**config.mk**
```make
export PLATFORM = sky130hd
export DESIGN_NAME = a1_step_seq
export DESIGN_NICKNAME = d
export VERILOG_FILES = /design/src/rtl/a1_step_seq.sv
export SDC_FILE = /design/constraint.sdc
export NUM_CORES = 1
export LEC_CHECK = 0
export BUFFER_PORTS_ARGS = -buffer_cell sky130_fd_sc_hd__buf_2
export CORE_UTILIZATION = 40
export CTS_CLUSTER_SIZE = 12
export DETAILED_ROUTE_END_ITERATION = 7
export PLACE_DENSITY = 0.72
export SLEW_MARGIN = 15
export SYNTH_ARGS = -nofsm -noshare
export SYNTH_HDL_FRONTEND = slang
export SYNTH_SLANG_ARGS = --single-unit
```
**constraint.sdc**
```tcl
create_clock -name sys_clk -period 3.9 [get_ports sys_clk]
set_input_delay 0.585 -clock sys_clk [delete_from_list [all_inputs] [get_ports sys_clk]]
set_output_delay 0.585 -clock sys_clk [all_outputs]
set_load 0.005 [all_outputs]
```
**src/rtl/a1_step_seq.sv**
```systemverilog
// a1_step_seq: A1 pointer-stepping sequencer.
// Owns the A1 X/Y pointer, drives the external address adder operands and
// captures its result back into the pointer. It walks an inner pixel loop
// nested inside an outer line loop and offers each pointer position to the
// pixel pipeline.
//
// Handshake: pix_req is high while a pointer position is offered and
// ptr_x/ptr_y are stable for as long as pix_req stays high. A position is
// transferred on a rising edge where pix_req and pix_ack are both 1. pix_ack
// has no effect at any other time.
module a1_step_seq #(
    parameter int W  = 16,
    parameter int CW = 16
) (
    input  logic          sys_clk,
    input  logic          resetl,
    input  logic          start,
    input  logic          ld_ptr,
    input  logic [W-1:0]  ptr_x_in,
    input  logic [W-1:0]  ptr_y_in,
    input  logic [CW-1:0] inner_cnt,
    input  logic [CW-1:0] outer_cnt,
    input  logic [W-1:0]  inc_x,
    input  logic [W-1:0]  inc_y,
    input  logic          inc_x_neg,
    input  logic          inc_y_neg,
    input  logic [W-1:0]  step_x,
    input  logic [W-1:0]  step_y,
    input  logic          step_x_neg,
    input  logic          step_y_neg,
    input  logic [2:0]    modx_cfg,
    output logic [W-1:0]  adda_x,
    output logic [W-1:0]  adda_y,
    output logic [W-1:0]  addb_x,
    output logic [W-1:0]  addb_y,
    output logic          suba_x,
    output logic          suba_y,
    output logic [2:0]    modx,
    input  logic [W-1:0]  addq_x,
    input  logic [W-1:0]  addq_y,
    output logic          pix_req,
    input  logic          pix_ack,
    output logic [W-1:0]  ptr_x,
    output logic [W-1:0]  ptr_y,
    output logic          busy,
    output logic          done
);

    typedef enum logic [2:0] {
        S_IDLE  = 3'd0,
        S_PIXEL = 3'd1,
        S_INC   = 3'd2,
        S_STEP  = 3'd3,
        S_DONE  = 3'd4
    } state_t;

    state_t        state;
    state_t        state_nxt;

    logic [CW-1:0] inner_rem;   // pixels still to issue on the current line
    logic [CW-1:0] outer_rem;   // lines still to issue, including the current one
    logic [CW-1:0] inner_lat;   // pixels per line, used to reload inner_rem

    logic          start_go;    // start accepted with both counts non-zero
    logic          start_zero;  // start accepted but one count is zero
    logic          px_ack;      // pixel handed over this cycle
    logic          more_inner;
    logic          more_outer;

    assign start_go   = (state == S_IDLE) && start &&
                        (inner_cnt != '0) && (outer_cnt != '0);
    assign start_zero = (state == S_IDLE) && start && !start_go;
    assign px_ack     = (state == S_PIXEL) && pix_ack;
    assign more_inner = (inner_rem > CW'(1));
    assign more_outer = (outer_rem > CW'(1));

    // State register
    always_ff @(posedge sys_clk) begin
        if (!resetl) begin
            state <= S_IDLE;
        end else begin
            state <= state_nxt;
        end
    end

    // Next-state logic: one PIXEL visit per position, INC between pixels of
    // a line, STEP between lines, DONE once the last pixel is accepted.
    always_comb begin
        state_nxt = state;
        case (state)
            S_IDLE: begin
                if (start_go) begin
                    state_nxt = S_PIXEL;
                end else if (start_zero) begin
                    state_nxt = S_DONE;
                end
            end
            S_PIXEL: begin
                if (pix_ack) begin
                    if (more_inner) begin
                        state_nxt = S_INC;
                    end else if (more_outer) begin
                        state_nxt = S_STEP;
                    end else begin
                        state_nxt = S_DONE;
                    end
                end
            end
            S_INC:   state_nxt = S_PIXEL;
            S_STEP:  state_nxt = S_PIXEL;
            S_DONE:  state_nxt = S_IDLE;
            default: state_nxt = S_IDLE;
        endcase
    end

    // Adder operand selection and status outputs decoded from the state
    always_comb begin
        adda_x  = ptr_x;
        adda_y  = ptr_y;
        addb_x  = '0;
        addb_y  = '0;
        suba_x  = 1'b0;
        suba_y  = 1'b0;
        pix_req = 1'b0;
        busy    = 1'b1;
        done    = 1'b0;
        case (state)
            S_IDLE: begin
                busy = 1'b0;
            end
            S_PIXEL: begin
                pix_req = 1'b1;
            end
            S_INC: begin
                addb_x = inc_x;
                addb_y = inc_y;
                suba_x = inc_x_neg;
                suba_y = inc_y_neg;
            end
            S_STEP: begin
                addb_x = step_x;
                addb_y = step_y;
                suba_x = step_x_neg;
                suba_y = step_y_neg;
            end
            S_DONE: begin
                done = 1'b1;
            end
            default: begin
                busy = 1'b1;
            end
        endcase
    end

    // Pointer register: loaded from the inputs while idle, otherwise only
    // updated with the adder result during INC/STEP.
    always_ff @(posedge sys_clk) begin
        if (!resetl) begin
            ptr_x <= '0;
            ptr_y <= '0;
        end else if ((state == S_IDLE) && ld_ptr) begin
            ptr_x <= ptr_x_in;
            ptr_y <= ptr_y_in;
        end else if ((state == S_INC) || (state == S_STEP)) begin
            ptr_x <= addq_x;
            ptr_y <= addq_y;
        end
    end

    // Loop counters and modulo code: latched at start, counted down on acks
    always_ff @(posedge sys_clk) begin
        if (!resetl) begin
            inner_rem <= '0;
            outer_rem <= '0;
            inner_lat <= '0;
            modx      <= '0;
        end else if ((state == S_IDLE) && start) begin
            inner_rem <= inner_cnt;
            outer_rem <= outer_cnt;
            inner_lat <= inner_cnt;
            modx      <= modx_cfg;
        end else if (px_ack) begin
            if (more_inner) begin
                inner_rem <= inner_rem - CW'(1);
            end else if (more_outer) begin
                outer_rem <= outer_rem - CW'(1);
                inner_rem <= inner_lat;
            end
        end
    end

endmodule
```
==> metrics.txt <==
outcome finished, final reports clean; sum of routed wire length over all layers around 16 mm; critical register-to-register path startpoint inner_rem[4]$_SDFFE_PN0P_; CTS root buffer clkbuf_16; Net Count, Synth between 700 and 800; destination of the worst register-to-register timing path outer_rem[14]$_SDFFE_PN0P_; global router's overall resource usage 0.252; sum of overflow across all layers after global routing 0; Seq pwr share 0.393; Final nets roughly 1k; number of placement rows 40; power dissipated by switching net loads a little under 0.9 mW; Fin Setup TNS 0 ns; pin count of the biggest net entering global routing between 60 and 70; most used standard cells in the synthesized netlist dfxtp_1, nand2_1, nor2_1, a211oi_1, clkbuf_1; setup repair after global routing missed its margin false; M3 GR Usage 0.0509; worst hold start modx[2]$_SDFFE_PN0P_; met1 Track Usage GR 0.311; count of final hold-check violations 0; Top FF cell, synth dfxtp_1; pin slew with the least headroom to its limit ~1.1 ns; number of vias in the routed layout roughly 5.5k; clock tree from TritonCTS yes; effective utilization at floorplan 0.411; hold_buf cts 0; portion of the clock cycle consumed by the worst path in the final layout 0.766; number of clock sinks between 80 and 90; FF+latch count, synth between 80 and 90; most frequent cell after synthesis dfxtp_1; count of routing violations after the opening detailed-route iteration 459; switching share of total power 0.327; met2 layer usage reported by global route 0.402; worst reg-to-reg path cell count 6; count of cells resized by post-cts repair 0; clock network latency to the later pin of the worst-skew pair roughly 0.34 ns; post-layout instance count excluding filler cells just under 1k; share of post-route cells with drive strength above 1 0.371; ranking of synthesized cells by area dfxtp_1, mux2i_1, a22o_1, a211oi_1, nand2_1; worst hold path depth 2; first-pass GRT wire length roughly 25 mm; worst reg2reg setup slack about 0.91 ns; worst vdd rail ir drop about 0.22 mV; number of remaining DRC errors 0; critical path peak fanout 7; fraction of synthesized cell area taken by the top area cell type 0.348; Placed Cells roughly 1,000; Clock H-tree levels 3; post-synthesis instance total 618; number of global-route vias before repair between 4k and 5k; average instance area after synthesis between 7 and 8 µm²; count of distinct cell types in the synthesized netlist 57; antenna violations before repair 4; layer with the highest usage after global routing met2; Layout Skew 0.00644 ns; required time reported for the critical path endpoint between 4 and 5 ns; pwr/cell area approximately 420 nW/µm²; area growth from synthesis to final layout 31.1%; detailed-route vias per instance ~5.6; endpoint of the worst hold-timing path modx[2]$_SDFFE_PN0P_; largest area contributor in the synthesized netlist dfxtp_1; detailed-routing iteration count for the pre-antenna-repair pass 6; combinational power share 0.289; kind of critical path flop to flop; top-level port count about 280; post-CTS setup repair buffer count 0; cell leakage power slightly above 3 nW; count of nets left with antenna violations after detail routing 0; Clk pwr share 0.318; internal power 1.83 mW; maximum achievable frequency 335 MHz; crit end category flop; final max-slew violation count 0; number of warnings reported in the yosys synthesis log 0; min-delay worst type flop to flop; overall die area 12,800 µm²; number of enable-type register cells in the synthesized netlist 0; width of the die ~110 µm; asr flop ratio synth 0; final estimated routing congestion in global placement roughly 0.9; category of the worst setup path launch point flop; Relative slew margins 0.290; number of setup violations in the final report 0; deepest clock path buffer count 2; clock buffer count from CTS 9; placed wire-length estimate roughly 12 mm; Max-cap violations 0; time the worst path needs with I/O delays and setup roughly 3.0 ns; count of port buffers added during placement ~280; Clk pin slew, worst setup/hold paths ~0.060 ns; signal arrival time at the worst endpoint 3.16 ns; core area ~12,000 µm²; sequential-to-total area share from yosys stat 0.348; wire length per cell between 15 and 20 µm; vertical die dimension 113 µm; area of the mapped netlist a little under 5000 µm²; number of fill cells ~1.2k
==> area by class of cell <==
type	count	area [µm²]	share of cell area
Antenna cell	5	12.5	0.00193
Clock buffer	9	225	0.0347
Clock inverter	6	71.3	0.0110
Inverter	11	41.3	0.00637
Multi-Input combinational cell	442	2770	0.427
Sequential cell	86	1720	0.266
Tap cell	147	184	0.0284
Timing Repair Buffer	286	1460	0.225
==> critical path, cell delays in order, from the launching register on <==
cell	delay [ns]
dfxtp_1	0.37
or4_1	0.64
or2_1	0.37
or4_4	0.56
nor4_1	0.60
a21o_1	0.20
a31oi_1	0.08
==> kinds of logic (layout without fill, tap and decap cells) <==
family,Yosys count,after routing,share of synthesized area
buf+inv,90,312,0.0947
other cells,0,5,0
mux,33,33,0.0668
flops,86,86,0.348
simple gates,212,212,0.204
fa+ha+maj,4,4,0.0101
xor+xnor,9,9,0.0160
compound gates,184,184,0.261
==> worst max path at each step <==
stage	cells after the start	from	slack, ns	end
floorplan	9	inner_rem[4]$_SDFFE_PN0P_	1.14	outer_rem[14]$_SDFFE_PN0P_
global placement	6	inner_rem[4]$_SDFFE_PN0P_	1.03	outer_rem[14]$_SDFFE_PN0P_
detailed placement	6	inner_rem[4]$_SDFFE_PN0P_	0.96	outer_rem[14]$_SDFFE_PN0P_
CTS	6	inner_rem[4]$_SDFFE_PN0P_	0.94	outer_rem[14]$_SDFFE_PN0P_
global route	6	inner_rem[4]$_SDFFE_PN0P_	0.74	outer_rem[14]$_SDFFE_PN0P_
finish	6	inner_rem[4]$_SDFFE_PN0P_	0.91	outer_rem[14]$_SDFFE_PN0P_
==> flip-flops by register name (all words and copies together), names as in the netlist <==
register   cells
modx           3
adda_x        16
state          3
adda_y        16
outer_rem     16
inner_lat     16
inner_rem     16
==> layout by cell type (no fill, tap or decap), types with 5 or more instances in the layout <==
cell type and count:
a21oi_1 38, nor2_1 52, buf_2 275, xnor2_1 6, or3_1 11, inv_1 10, o21ai_0 16, o22ai_1 5
nand3_1 7, nand2_1 75, nor3_1 21, or4_1 6, mux2i_1 33, a211oi_1 40, a31oi_1 18, clkbuf_16 9
diode_2 5, buf_4 11, dfxtp_1 86, o21a_1 5, nor4_1 14, a22o_1 35
==> per-stage QoR <==
stage	util	setup slack [ns]	cell area, µm²	hold slack (ns)	power, mW
after floorplan	-	1.14	4940	0.433	1.61
after global placement	0.514	1.03	6170	0.441	1.86
after detailed placement	0.514	0.965	6170	0.443	1.86
after CTS	0.539	0.940	6470	0.452	2.73
after global routing	0.539	0.735	6480	0.482	2.88
final	0.540	0.913	6480	0.452	2.72
==> power groups by stage <==
stage,registers [mW],clock network (mW),logic [mW]
2_1_floorplan,1.07,0,0.543
3_5_place_dp,1.09,0,0.778
5_1_grt,1.08,0.926,0.871
3_3_place_gp,1.08,0,0.772
4_1_cts,1.07,0.878,0.782
6_report,1.07,0.865,0.784
==> layer usage <==
layer	vias up	routed length, µm
met2	236	7810
met3	38	1160
li1	2691	-
met5	-	0
met1	2542	6850
met4	0	672
No activity file was read; power rests on OpenSTA's default activity.
